$ cat src/rtl/axis_matrix_loader.sv
// AXI-Stream receive front end: scatters one fixed-length frame into the A/B/C
// operand RAMs, then holds the stream off until compute acknowledges the load.
module axis_matrix_loader #(
  parameter int WIDTH       = 8,
  parameter int A_WORDS     = 448,
  parameter int B_WORDS     = 16,
  parameter int C_WORDS     = 3,
  parameter int A_ADDR_BITS = 9,
  parameter int B_ADDR_BITS = 4,
  parameter int C_ADDR_BITS = 2
) (
  input  logic                   ACLK,
  input  logic                   ARESET,
  input  logic                   S_AXIS_TVALID,
  input  logic [31:0]            S_AXIS_TDATA,
  input  logic                   S_AXIS_TLAST,
  output logic                   S_AXIS_TREADY,
  output logic                   A_WEN,
  output logic [A_ADDR_BITS-1:0] A_ADDR,
  output logic [WIDTH-1:0]       A_WDATA,
  output logic                   B_WEN,
  output logic [B_ADDR_BITS-1:0] B_ADDR,
  output logic [WIDTH-1:0]       B_WDATA,
  output logic                   C_WEN,
  output logic [C_ADDR_BITS-1:0] C_ADDR,
  output logic [WIDTH-1:0]       C_WDATA,
  output logic                   load_done,
  input  logic                   load_ack,
  output logic                   tlast_err
);

  // One shared element counter sized for the largest matrix
  localparam int CNT_BITS = A_ADDR_BITS;

  typedef enum logic [1:0] {LOAD_A, LOAD_B, LOAD_C, DONE} state_t;

  state_t              state, state_nxt;
  logic [CNT_BITS-1:0] cnt, cnt_nxt;
  logic                accept;
  logic                last_word;
  logic                ack_take;
  logic                unused_tdata;

  assign unused_tdata = ^S_AXIS_TDATA[31:WIDTH];
  assign accept       = S_AXIS_TVALID && S_AXIS_TREADY;
  assign last_word    = (state == LOAD_C) && (cnt == CNT_BITS'(C_WORDS - 1));
  assign ack_take     = (state == DONE) && load_done && load_ack;

  always_comb begin
    state_nxt = state;
    cnt_nxt   = cnt;
    case (state)
      LOAD_A: if (accept) begin
        if (cnt == CNT_BITS'(A_WORDS - 1)) begin
          state_nxt = LOAD_B;
          cnt_nxt   = '0;
        end else begin
          cnt_nxt = cnt + CNT_BITS'(1);
        end
      end
      LOAD_B: if (accept) begin
        if (cnt == CNT_BITS'(B_WORDS - 1)) begin
          state_nxt = LOAD_C;
          cnt_nxt   = '0;
        end else begin
          cnt_nxt = cnt + CNT_BITS'(1);
        end
      end
      LOAD_C: if (accept) begin
        if (last_word) begin
          state_nxt = DONE;
          cnt_nxt   = '0;
        end else begin
          cnt_nxt = cnt + CNT_BITS'(1);
        end
      end
      DONE: if (ack_take) begin
        state_nxt = LOAD_A;
        cnt_nxt   = '0;
      end
      default: begin
        state_nxt = LOAD_A;
        cnt_nxt   = '0;
      end
    endcase
  end

  // Ready is registered from the next state, so the final C word drops it on
  // the same edge and a stray extra word can never be taken
  always_ff @(posedge ACLK) begin
    if (ARESET) begin
      state         <= LOAD_A;
      cnt           <= '0;
      S_AXIS_TREADY <= 1'b0;
      A_WEN         <= 1'b0;
      A_ADDR        <= '0;
      A_WDATA       <= '0;
      B_WEN         <= 1'b0;
      B_ADDR        <= '0;
      B_WDATA       <= '0;
      C_WEN         <= 1'b0;
      C_ADDR        <= '0;
      C_WDATA       <= '0;
      load_done     <= 1'b0;
      tlast_err     <= 1'b0;
    end else begin
      state         <= state_nxt;
      cnt           <= cnt_nxt;
      S_AXIS_TREADY <= (state_nxt != DONE);
      A_WEN         <= accept && (state == LOAD_A);
      B_WEN         <= accept && (state == LOAD_B);
      C_WEN         <= accept && (state == LOAD_C);
      if (accept && (state == LOAD_A)) begin
        A_ADDR  <= cnt[A_ADDR_BITS-1:0];
        A_WDATA <= S_AXIS_TDATA[WIDTH-1:0];
      end
      if (accept && (state == LOAD_B)) begin
        B_ADDR  <= cnt[B_ADDR_BITS-1:0];
        B_WDATA <= S_AXIS_TDATA[WIDTH-1:0];
      end
      if (accept && (state == LOAD_C)) begin
        C_ADDR  <= cnt[C_ADDR_BITS-1:0];
        C_WDATA <= S_AXIS_TDATA[WIDTH-1:0];
      end
      // Done follows the last C write by one edge, once that write has committed
      if (ack_take) begin
        load_done <= 1'b0;
      end else if (state == DONE) begin
        load_done <= 1'b1;
      end
      if (accept && (S_AXIS_TLAST != last_word)) begin
        tlast_err <= 1'b1;
      end
    end
  end

endmodule
$ cat config.mk
export PLATFORM = sky130hd
export DESIGN_NAME = axis_matrix_loader
export DESIGN_NICKNAME = d
export VERILOG_FILES = /design/src/rtl/axis_matrix_loader.sv
export SDC_FILE = /design/constraint.sdc
export NUM_CORES = 1
export LEC_CHECK = 0
export CAP_MARGIN = 30
export CORE_MARGIN = 2
export CORE_UTILIZATION = 40
export CTS_CLUSTER_DIAMETER = 80
export DETAILED_ROUTE_END_ITERATION = 10
export PLACE_DENSITY = 0.87
export SLEW_MARGIN = 0
export SYNTH_ARGS = -nofsm -noshare
export SYNTH_HDL_FRONTEND = slang
export SYNTH_SLANG_ARGS = --single-unit
$ cat constraint.sdc
create_clock -name ACLK -period 2 [get_ports ACLK]
set_input_delay 0.4 -clock ACLK [delete_from_list [all_inputs] [get_ports ACLK]]
set_output_delay 0.4 -clock ACLK [all_outputs]
set_load 0.05 [all_outputs]
==> metrics, run 1 <==
FFs w/ async S/R, synth=0%; die extent in x=78.9 um; CTS buffer count=5; WHS=0.439 ns; ANT nets after route=0; synthesized area=2240 sq um; max-slew violations=0; Yosys cell types=38; status=finished, final reports clean; fraction of layout cells with a size suffix above 1=12.8%; CTS clk-pin slew, worst paths=about 0.10 ns; first-pass GRT wire length=9.94 mm; synth cell count leaders=nand2_1, dfxtp_1, a21oi_1; starting density of the core=41.0%; Max IR drop VDD=between 300 and 400 uV; HPWL after DPL=roughly 4.3 mm; Post-Route WL=6.18 mm; drt drc=0; switching share of power=23.8%; Mean Syn Cell Area=8.10 sq um; Longest Clk Path Bufs=2; fillers=461; Area growth syn-to-layout=40.5%; setup tns final=0 ns; clock sink count=56; pwr dens=roughly 650 nW/um^2; min Tclk post-route=roughly 2.0 ns; core area=5470 sq um; # rows=27; initial antenna violation count=0; Tcrit/Tclk final=a little over nine tenths; Seq cells post-synth=56; n_diodes=0; pre-CTS WS=-0.0726 ns; PnR worst setup slack=between 0.03 and 0.04 ns; post-synthesis cell count=277; routed vias/inst=approximately 5.2; routed vias=~2.2k; Worst-Margin Slew=0.685 ns; Nets=389; Syn Nets=316; worst-skew pair later-pin latency=0.31 ns; worst min path class=in2reg; endpoints failing hold=0; Pleak=1.14 nW; Port-buffer cells=57; First-pass DRT Iterations=4; most instantiated library cell after synthesis=nand2_1; logic gate share of total power=8.3%; total power=2.06 mW; Post-CTS Hold Buffers=0; CP Class=reg2reg; largest cells by area after synthesis=dfxtp_1, nand2_1, a21oi_1; largest net degree at the start of global routing=25; Critical Path RT=2.21 ns; sequential share of power=55.0%; MaxCap Viol Count=0; fin cells=423; max_slew headroom=a little over half; initial drt markers=253; Remaining Overflow, GRT=0; clock root cell=clkbuf_8; Net Sw Power=0.492 mW; placed cell count=about 410; share of total power in the clock network=between 30% and 40%; Die Ht=78.9 um; RSZ-0062 raised after global routing=yes; top-area cell type share of the netlist area=49.9%; H-tree Lvls=2; Startpoint Class=flip-flop; CP max FO=8; area leader, netlist=dfxtp_1; DR WL/cell=14.6 um; GRT Overall Usage=20.2%; clk_skew=0.00429 ns; yosys warns=0; Post-synth EDFFs=0; I/O pins=82; post-synthesis sequential area ratio=49.9%; CP Capture Type=flip-flop; DIE AREA=between 6000 and 7000 sq um; Top FF cell, synth=dfxtp_1; fmax=510 MHz; vias in the first global route=2074; Final Wtd Congestion=about 0.93; CTS tree=built; crit path DAT=2.17 ns; Internal Dissipation=1.57 mW; final setup violation count=0
## per-layer routing
layer  wire length (um)  global-route usage [%]
met3                249                    3.75
met1               2660                    24.9
met2               3060                    34.7
met4                202                    8.28
met5                  0                       0
## metrics by stage
step	cell area [sq um]	utilization [%]
after detailed placement	3010	54.9
after global routing	3150	57.6
after floorplan	2240	-
after global placement	3010	54.9
after CTS	3130	57.2
final	3150	57.6
## worst max-delay path, stage by stage (launching register included)
cell	delay [ns]
dfxtp_1	0.41
ha_2	0.23
nand3_2	0.12
or3_4	0.43
nor4_4	0.13
buf_4	0.20
nor4_4	0.06
a32o_1	0.29
## power groups by stage
stage	clock network, mW	registers (mW)	logic [mW]
after global placement	0	1.16	0.163
after global routing	0.800	1.14	0.182
final	0.756	1.14	0.172
after floorplan	0	1.20	0.0497
after detailed placement	0	1.16	0.165
after CTS	0.753	1.14	0.169
## what timing repair did
item,4_1_cts,5_1_grt
hold endpoints to repair,0,0
resized for setup,2,4
setup endpoints to repair,7,5
buffers inserted,0,1
## layout make-up
type	count	area, sq um	area share, %
Sequential cell	56	1120	35.6
Clock inverter	2	38.8	1.23
Multi-Input combinational cell	201	1060	33.5
Timing Repair Buffer	83	761	24.1
Clock buffer	6	72.6	2.30
Tap cell	72	90.1	2.86
Inverter	3	11.3	0.357
## cell usage in the layout, fill, tap and decap left out, drive strengths merged
cell type	n
and3	1
and4	1
a32o	2
nor2b	4
a41oi	2
a31o	1
a31oi	1
bufinv	1
a21oi	46
o31ai	4
nor2	12
a211oi	2
buf	27
and2	2
nand3	2
and2b	1
o21bai	1
or4	2
a22o	3
xnor2	1
dfxtp	56
nor3	5
inv	4
nor4	5
clkdlybuf4s50	56
clkbuf	6
nor4b	1
o31a	1
a21o	3
ha	2
or3	4
or2	1
nand2	91
## kinds of logic (layout without fill, tap and decap cells)
family | count (synthesis) | count (layout) | synth area share [%]
DFF | 56 | 56 | 49.9
adders and majority gates | 2 | 2 | 1.11
AOI/OAI and AO/OA | 66 | 66 | 17.7
buffers and inverters | 20 | 94 | 4.12
xor gates and xnor gates | 1 | 1 | 0.390
and+or+nand+nor | 132 | 132 | 26.7
## path summary, 6_finish.rpt
kind	from	endpoint	slack [ns]	cells past startpoint
worst max-delay path	cnt[1]$_SDFFE_PP0P_	cnt[6]$_SDFFE_PP0P_	0.04	7
worst min-delay path	ARESET	S_AXIS_TREADY$_SDFF_PP0_	0.44	2
worst max register to register	cnt[1]$_SDFFE_PP0P_	cnt[6]$_SDFFE_PP0P_	0.04	7
worst min register to register	C_ADDR[1]$_SDFFE_PP0P_	C_ADDR[1]$_SDFFE_PP0P_	0.46	2
## registers in the layout (all words and copies together), names as in the netlist
register / flops
C_WDATA: 8
A_WDATA: 8
B_WEN: 1
C_WEN: 1
state: 2
A_ADDR: 9
A_WEN: 1
B_WDATA: 8
cnt: 9
tlast_err: 1
C_ADDR: 2
load_done: 1
B_ADDR: 4
S_AXIS_TREADY: 1
Note: power is estimated with default switching activity, not from simulation.
==> run 2, diff against run 1 <==
--- a/config.mk
+++ b/config.mk
@@ -5,7 +5,7 @@
 export SDC_FILE = /design/constraint.sdc
 export NUM_CORES = 1
 export LEC_CHECK = 0
-export CAP_MARGIN = 30
+export CAP_MARGIN = 10
 export CORE_MARGIN = 2
 export CORE_UTILIZATION = 40
 export CTS_CLUSTER_DIAMETER = 80
==> results of run 2 <==
No change in the layout: final DEF, timing and power equal those of run 1.
==> run 3, diff against run 2 <==
--- a/config.mk
+++ b/config.mk
@@ -10,6 +10,7 @@
 export CORE_UTILIZATION = 40
 export CTS_CLUSTER_DIAMETER = 80
 export DETAILED_ROUTE_END_ITERATION = 10
+export GPL_ROUTABILITY_DRIVEN = 0
 export PLACE_DENSITY = 0.87
 export SLEW_MARGIN = 0
 export SYNTH_ARGS = -nofsm -noshare
==> results of run 3 <==
No change in the layout: final DEF, timing and power equal those of run 1.
